`config.mk`:
```
export PLATFORM = sky130hd
export DESIGN_NAME = cardinal_nic
export DESIGN_NICKNAME = d
export VERILOG_FILES = /design/src/rtl/cardinal_nic.sv
export SDC_FILE = /design/constraint.sdc
export NUM_CORES = 1
export LEC_CHECK = 0
export BUFFER_PORTS_ARGS = -buffer_cell sky130_fd_sc_hd__buf_2
export CELL_PAD_IN_SITES_DETAIL_PLACEMENT = 1
export CELL_PAD_IN_SITES_GLOBAL_PLACEMENT = 2
export CORE_UTILIZATION = 36
export DETAILED_ROUTE_END_ITERATION = 16
export HOLD_SLACK_MARGIN = 0.05
export PLACE_DENSITY = 0.9
export SLEW_MARGIN = 0
export SYNTH_ARGS = -nofsm -noshare
export SYNTH_HDL_FRONTEND = slang
export SYNTH_SLANG_ARGS = --single-unit
```
`constraint.sdc`:
```
create_clock -name clk -period 3.19 [get_ports clk]
set_input_delay 0.1595 -clock clk [delete_from_list [all_inputs] [get_ports clk]]
set_output_delay 0.1595 -clock clk [all_outputs]
set_load 0.02 [all_outputs]
```
`src/rtl/cardinal_nic.sv`:
```
// cardinal_nic: responder for processor NIC loads/stores, bridging the
// processor to its ring router with one single-entry buffer per direction.
//
// Ports:
//   clk          system clock, all state updates on the rising edge
//   reset        asynchronous active-low reset, clears all state
//   nicAddr      register select: 00 in-buf, 01 in-status, 10 out-buf, 11 out-status
//   nicDataIn    processor store data
//   nicDataOut   processor load data (registered)
//   nicEn        access strobe
//   nicWrEn      1 = store, 0 = load (qualified by nicEn)
//   netSo        send strobe to router
//   netRo        router ready to accept
//   netDo        packet to router (out buffer, continuously)
//   netSi        router send strobe into the NIC
//   netRi        NIC ready to accept from router
//   netDi        packet from router
//   netPolarity  router's current even/odd phase
//
// Bit numbering is big-endian: bit 0 is the MSB, bit 63 the LSB. Status
// words carry the full flag in bit 63.
module cardinal_nic (
  input  logic        clk,
  input  logic        reset,
  input  logic [0:1]  nicAddr,
  input  logic [0:63] nicDataIn,
  output logic [0:63] nicDataOut,
  input  logic        nicEn,
  input  logic        nicWrEn,
  output logic        netSo,
  input  logic        netRo,
  output logic [0:63] netDo,
  input  logic        netSi,
  output logic        netRi,
  input  logic [0:63] netDi,
  input  logic        netPolarity
);

  logic [0:63] r_in_buf;
  logic        r_in_full;
  logic [0:63] r_out_buf;
  logic        r_out_full;
  logic [0:63] r_data_out;

  logic        w_load;
  logic        w_store_ok;
  logic        w_inject;
  logic        w_eject;
  logic        w_in_clear;
  logic [0:63] w_load_data;

  assign w_load     = nicEn & ~nicWrEn;
  // A store into a full out buffer is dropped even if it drains this cycle.
  assign w_store_ok = nicEn & nicWrEn & (nicAddr == 2'b10) & ~r_out_full;
  // Packets only leave in the ring phase matching their bit 0.
  assign w_inject   = r_out_full & netRo & (r_out_buf[0] == netPolarity);
  // netSi while full is a protocol violation and is ignored.
  assign w_eject    = netSi & ~r_in_full;
  assign w_in_clear = w_load & (nicAddr == 2'b00) & r_in_full;

  assign netSo      = w_inject;
  assign netDo      = r_out_buf;
  assign netRi      = ~r_in_full;
  assign nicDataOut = r_data_out;

  // Load data mux; status words place the full flag in bit 63.
  always_comb begin
    w_load_data = 64'd0;
    case (nicAddr)
      2'b00:   w_load_data = r_in_buf;
      2'b01:   w_load_data = {63'd0, r_in_full};
      2'b10:   w_load_data = r_out_buf;
      2'b11:   w_load_data = {63'd0, r_out_full};
      default: w_load_data = 64'd0;
    endcase
  end

  // Processor load data register.
  always_ff @(posedge clk or negedge reset) begin
    if (!reset) begin
      r_data_out <= 64'd0;
    end else if (w_load) begin
      r_data_out <= w_load_data;
    end else begin
      r_data_out <= r_data_out;
    end
  end

  // Output (inject) buffer; a store only lands when empty, a drain only
  // happens when full, so the two never collide.
  always_ff @(posedge clk or negedge reset) begin
    if (!reset) begin
      r_out_buf  <= 64'd0;
      r_out_full <= 1'b0;
    end else if (w_store_ok) begin
      r_out_buf  <= nicDataIn;
      r_out_full <= 1'b1;
    end else if (w_inject) begin
      r_out_full <= 1'b0;
    end else begin
      r_out_full <= r_out_full;
    end
  end

  // Input (eject) buffer; arrival needs empty, read-clear needs full.
  always_ff @(posedge clk or negedge reset) begin
    if (!reset) begin
      r_in_buf  <= 64'd0;
      r_in_full <= 1'b0;
    end else if (w_eject) begin
      r_in_buf  <= netDi;
      r_in_full <= 1'b1;
    end else if (w_in_clear) begin
      r_in_full <= 1'b0;
    end else begin
      r_in_full <= r_in_full;
    end
  end

endmodule

```
==> reports/summary.txt, run 1 <==
Met1 WL - 9950 µm
Share of cells above drive strength 1 - 45.8%
Critical Path, Cell by Cell - nor2_1 > nand4_1 > buf_4 > mux2_2
Post-route DRC - 0
Setup repair bufs after CTS - 0
Int Pwr - 6280 µW
DP Wirelength - 14500 µm
Die footprint - 0.0227 mm²
Unrepaired setup endpoints after global routing - false
Max-cap viol count - 0
Leakage power - 0.00578 µW
H-tree depth - 4
Crit path time final - 1.76 ns
Synth Area in Compound Gates - 4.11%
# IOs - 267
HP Class - input port to register
Final net count - 1087
DR vias - 6038
Vias per cell - 4.85
Area grow syn2layout - 43.4%
CP Buf/Inv Count - 1
Max Buffers Root-to-Sink - 2
Slew Limit Fails - 0
XOR/XNOR share of the synthesized area - 0.110%
Logic pwr share - 35.8%
CP Data Arrival Time - 2.07 ns
CP Launch Type - register
Headroom to the max-slew limit - 48.9%
Drt wl/cell - 19.6 µm
Multiplexer share of the synthesized area - 28.7%
Most common cell after layout, fill and taps aside - buf_2
Clk slew on worst S/H paths - 0.08 ns
Sequential Power Share - 43.0%
Clock network latency to the later pin of the worst-skew pair - 0.43 ns
Final period utilization - 55.1%
Starting Density - 36.6%
Num rows - 54
R2R Setup Slk - 1.43 ns
Adder-cell area share of the yosys netlist - 0%
Fin util - 52.5%
Total Routed Length - 24400 µm
# fillers - 2302
Asr flop ratio synth - 100%
Post_cts resized - 0
Final GP Congestion - 0.731
First-pass GRT wire length - 37300 µm
Core area - 0.0218 mm²
Critical-path top delay cell - buf_4
# setup viols final - 0
Worst-margin pin slew - 0.767 ns
Initial antenna violation count - 1
Die H - 151 µm
Vias in the first global route - 6676
WP data required - 3.50 ns
Post-synth EDFFs - 0
Drt initial violations - 150
CP Capture Type - register
Power density over the cells - 864 mW/mm²
Max FO, Critical Path - 38
Hold_buf cts - 130
Sw frac - 36.4%
Final ANT Viol Nets - 0
Top delay family on crit path - buffers and inverters
DR pass1 iterations - 4
CTS tree - done
Clk sinks - 194
Worst Setup Path Type - register to register
Largest family of logic cells by synthesized area - multiplexers
Total global routing overflow - 0
Post-synthesis simple-gate area fraction - 3.47%
Status - completed
Clock power share - 21.2%
Netlist area before placement - 0.00797 mm²
WL met3 - 1200 µm
Met2 WL - 12700 µm
Largest net degree at the start of global routing - 93
Sequential fraction of the synthesis area - 60.9%
Syn_nets - 697
#FFs+latches synth - 194
Final Skew - 0.0102 ns
Die Wd - 151 µm
Primary FF master, synth - dfrtp_1
Most frequent cells in the layout - 264 x buf_2, 194 x dfrtp_1, 130 x dlygate4sd3_1, 80 x mux2_2
Total track usage - 21.8%
Peak VDD IR - 389 µV
Synth cell types - 22
Num CTS Buffers - 17
Switching power - 3600 µW
Final Hold Vio Count - 0
Fmax - 0.569 GHz
YS warnings - 0
Top routing layer used - met4
Worst path max stage delay - 0.63 ns
Synth Instances - 560
Avg Cell Area, Syn - 14.2 µm²
CTS root buf - clkbuf_16
Setup Total Neg Slack - 0 ns
Port bufs - 266
==> per-stage QoR <==
| step | instances | hold slack (ns) | total power (µW) | setup WS (ns) | area [µm²] |
|---|---|---|---|---|---|
| 4_1_cts | 1243 | 0.0556 | 9880 | 1.47 | 11400 |
| 3_3_place_gp | 1081 | 0.298 | 7430 | 1.32 | 9560 |
| 5_1_grt | 1244 | 0.0819 | 10400 | 1.33 | 11400 |
| 6_report | 1244 | 0.0647 | 9870 | 1.43 | 11400 |
| 2_1_floorplan | 560 | -0.136 | 6350 | 1.82 | 7970 |
| 3_5_place_dp | 1081 | 0.302 | 7640 | 1.26 | 9560 |
==> flip-flops by register name, summed over array words and instances (netlist names) <==
| register | count |
|---|---|
| r_out_full | 1 |
| nicDataOut | 64 |
| r_in_full | 1 |
| r_in_buf | 64 |
| netDo | 64 |
==> Yosys cell counts, types with 2 or more instances <==
cell / instances / share of area [%]
buf_2: 13 / 0.82
buf_4: 6 / 0.56
buf_6: 5 / 0.71
clkbuf_1: 11 / 0.52
dfrtp_1: 194 / 61
inv_1: 2 / 0.094
mux2_2: 80 / 11
mux2_4: 49 / 9.2
mux2i_1: 63 / 7.9
nand2_1: 63 / 3.0
o21ai_0: 44 / 2.8
o21ai_1: 20 / 1.3
==> cell type report <==
| cell class | instances | area, µm² | share of cell area, % |
|---|---|---|---|
| Sequential cell | 194 | 4850 | 42.5 |
| Multi-Input combinational cell | 329 | 2910 | 25.5 |
| Timing Repair Buffer | 406 | 2730 | 23.9 |
| Clock buffer | 19 | 453 | 3.96 |
| Tap cell | 280 | 350 | 3.06 |
| Clock inverter | 13 | 119 | 1.04 |
| Inverter | 2 | 7.51 | 0.0657 |
| Antenna cell | 1 | 2.50 | 0.0219 |
==> final timing paths <==
path	startpoint	end	cells after the start
max	r_out_full$_DFFE_PN0P_	netDo[60]$_DFFE_PN0P_	4
min reg2reg	nicDataOut[42]$_DFFE_PN0P_	nicDataOut[42]$_DFFE_PN0P_	2
min in group asynchronous	reset	nicDataOut[42]$_DFFE_PN0P_	2
min	nicAddr[1]	r_in_full$_DFFE_PN0P_	3
max reg2reg	r_out_full$_DFFE_PN0P_	netDo[60]$_DFFE_PN0P_	4
max in group asynchronous	reset	r_in_buf[60]$_DFFE_PN0P_	3
==> logic make-up after synthesis <==
family                 after synthesis
flip-flops                         194
multiplexers                       193
AND/OR/NAND/NOR                     70
AO/OA/AOI/OAI                       65
buffers and inverters               37
XOR/XNOR                             1
==> routing by layer <==
metal  track usage [%]  up-vias
met5                 0        -
li1                  -     2727
met3              5.36       39
met2              38.0      182
met4              7.45        0
met1              26.0     3090
==> worst register-to-register path: stages, from the launching register on <==
cell and delay (ns):
dfrtp_1 0.39, nor2_1 0.07, nand4_1 0.11, buf_4 0.63, mux2_2 0.44
==> power groups by stage <==
stage,registers (µW),clock network [µW],logic (µW)
3_3_place_gp,4190,0,3240
3_5_place_dp,4270,0,3360
6_report,4250,2090,3540
5_1_grt,4370,2250,3810
4_1_cts,4230,2150,3500
2_1_floorplan,4820,0,1530
Note: power is estimated with default switching activity, not from simulation.
==> run 2: changes to the inputs <==
--- a/config.mk
+++ b/config.mk
@@ -8,10 +8,10 @@
 export BUFFER_PORTS_ARGS = -buffer_cell sky130_fd_sc_hd__buf_2
 export CELL_PAD_IN_SITES_DETAIL_PLACEMENT = 1
 export CELL_PAD_IN_SITES_GLOBAL_PLACEMENT = 2
-export CORE_UTILIZATION = 36
+export CORE_UTILIZATION = 30
 export DETAILED_ROUTE_END_ITERATION = 16
 export HOLD_SLACK_MARGIN = 0.05
-export PLACE_DENSITY = 0.9
+export PLACE_DENSITY = 0.8
 export SLEW_MARGIN = 0
 export SYNTH_ARGS = -nofsm -noshare
 export SYNTH_HDL_FRONTEND = slang
==> constraint.sdc (replaced) <==
create_clock -name clk -period 1.4 [get_ports clk]
set_input_delay 0.07 -clock clk [delete_from_list [all_inputs] [get_ports clk]]
set_output_delay 0.07 -clock clk [all_outputs]
set_load 0.02 [all_outputs]
==> run 2 against run 1 <==
Against the previous run:
- the flow now finishes with violations (setup timing)
- die area is 20% higher
- first-iteration DRC count is 67% higher
- sequential share of layout area is 1.5 points lower
- non-clock buffer count is 22 higher
- clock skew is 0.00086 ns lower
- routed wire length is 1.0% higher
- final cell count is 6.3% higher
- sequential power is 120% higher
- clock-buffer cell count is 1 lower
==> reports/summary.txt, run 2 (synthesis results as in run 1) <==
Status - finished with violations
Failing checks - setup timing
CTS tree - done
Die footprint - 0.0272 mm² (+20%)
Hold WS - 0.149 ns (+0.0841 ns)
Peak VDD IR - 1030 µV (+170%)
Worst Setup Path Type - register to register
Largest net degree at the start of global routing - 64 (-31%)
H-tree depth - 4 (unchanged)
Num rows - 59 (+9.3%)
Max FO, Critical Path - 9 (-76%)
HP Start - netPolarity
Final Skew - 0.00937 ns (-0.000863 ns)
CTS root buf - clkbuf_16
Total global routing overflow - 0 (unchanged)
Starting Density - 30.6% (-6.1 points)
DR pass1 iterations - 4 (unchanged)
Final ANT Viol Nets - 0 (unchanged)
R2R Setup Slk - -0.06 ns (-1.50 ns)
Drt wl/cell - 18.6 µm (-5.0%)
Fin worst setup slack - -0.0641 ns (-1.50 ns)
# IOs - 267 (unchanged)
DR vias - 5993 (-0.75%)
Total track usage - 18.2% (-3.5 points)
R2r worst-path depth - 5 (+1)
Most frequent cells in the layout - 263 x buf_2, 194 x dfrtp_1, 131 x dlygate4sd3_1, 80 x mux2_2
Reg-to-reg startpoint - r_out_full$_DFFE_PN0P_
Max-cap viol count - 0 (unchanged)
Area grow syn2layout - 48.6%
Headroom to the max-slew limit - 65.7% (+17 points)
Final Hold Vio Count - 0 (unchanged)
Hold Path Cell Cnt - 4 (+1)
Critical Path Start - r_out_full$_DFFE_PN0P_
Unrepaired setup endpoints after global routing - true
CP Launch Type - register
Power density over the cells - 1910 mW/mm² (+120%)
Slew Limit Fails - 0 (unchanged)
WP data required - 1.70 ns (-1.80 ns)
Clock network latency to the later pin of the worst-skew pair - 0.42 ns (about the same)
Leakage power - 0.00594 µW (+2.7%)
Die Wd - 165 µm (+9.4%)
Setup Total Neg Slack - -1.30 ns (-1.30 ns)
Die H - 165 µm (+9.4%)
Initial antenna violation count - 1 (unchanged)
Most common cell after layout, fill and taps aside - buf_2
Vias in the first global route - 6730 (+0.81%)
Final GP Congestion - 0.752 (+2.9%)
Reg2reg end - netDo[16]$_DFFE_PN0P_
Port bufs - 266 (unchanged)
Vias per cell - 4.53 (-6.6%)
HP Class - input port to register
Max Buffers Root-to-Sink - 2 (unchanged)
Num CTS Buffers - 17 (unchanged)
Drt initial violations - 251 (+67%)
Hold Path Sink - r_out_full$_DFFE_PN0P_
Post-route DRC - 0 (unchanged)
CP Data Arrival Time - 1.76 ns (-0.31 ns)
Crit path time final - 1.46 ns (-0.295 ns)
Core area - 0.0261 mm² (+20%)
CP Capture Type - register
Total Routed Length - 24600 µm (+1.0%)
Fmax - 0.683 GHz (+20%)
Clk sinks - 194 (unchanged)
Final period utilization - 105% (+49 points)
Final net count - 1109 (+2.0%)
# setup viols final - 39 (+39)
Clk slew on worst S/H paths - 0.08 ns (about the same)
First-pass GRT wire length - 37600 µm (+0.91%)
Worst-margin pin slew - 0.515 ns (-0.252 ns)
DP Wirelength - 15400 µm (+6.4%)
Share of cells above drive strength 1 - 46.8% (+1.0 points)
-- run 2: cell count changes in the layout (fill, tap and decap cells not counted), sizes merged --
cell | previous run | this run
clkbuf | 20 | 21
clkinv | 7 | 5
clkinvlp | 1 | 3
inv | 7 | 8
dlygate4sd3 | 130 | 131
diode | 1 | 2
buf | 275 | 294
-- run 2: metal layers --
layer	track usage (%)	vias up	wire length, µm
li1	-	2781	-
met1	22.4	3027	10400
met2	31.7	167	12800
met3	4.27	18	1120
met4	4.84	0	326
met5	0	-	0
-- run 2: area by class of cell --
class,count,area [µm²]
multi-input combinational,329,2910
tap,335,419
inverter,2,7.51
antenna,2,5.00
clock inverter,14,121
clock buffer,18,429
timing repair buffer,428,3100
sequential,194,4850
fill,2801,14200
-- run 2: report_power, final --
group / switching, µW / total [µW] / internal (µW)
combinational: 4190 / 8370 / 4180
clock: 2340 / 4690 / 2340
sequential: 1580 / 9540 / 7960
-- run 2: worst max-delay path by stage --
stage,cells past startpoint,endpoint
floorplan,4,r_in_buf[1]$_DFFE_PN0P_
global placement,5,netDo[16]$_DFFE_PN0P_
detailed placement,5,netDo[13]$_DFFE_PN0P_
CTS,5,netDo[14]$_DFFE_PN0P_
global route,5,netDo[14]$_DFFE_PN0P_
finish,5,netDo[16]$_DFFE_PN0P_
-- run 2: critical path, stage by stage (launching register included) --
cell and delay, ns:
dfrtp_1 0.39, nor2_1 0.09, nand4_1 0.14, buf_4 0.21, buf_4 0.20, mux2_4 0.31
-- run 2: stage by stage --
stage / instances / power, µW / area [µm²] / util [%] / setup slack (ns)
finish: 1322 / 22600 / 11800 / 45.5 / -0.0641
global route: 1321 / 24000 / 11800 / 45.5 / -0.165
CTS: 1316 / 22600 / 11800 / 45.1 / -0.0702
detailed placement: 1152 / 17500 / 9880 / 37.9 / -0.0529
global placement: 1152 / 17200 / 9880 / 37.9 / 0.00946
floorplan: 560 / 14500 / 7970 / - / 0.0323
-- run 2: timing repair --
item,CTS,global route
buffers inserted,1,2
setup endpoints to repair,51,80
pin swaps,0,2
hold endpoints to repair,324,0
gates resized for setup,2,1
cloned,0,2
hold buffers,131,0
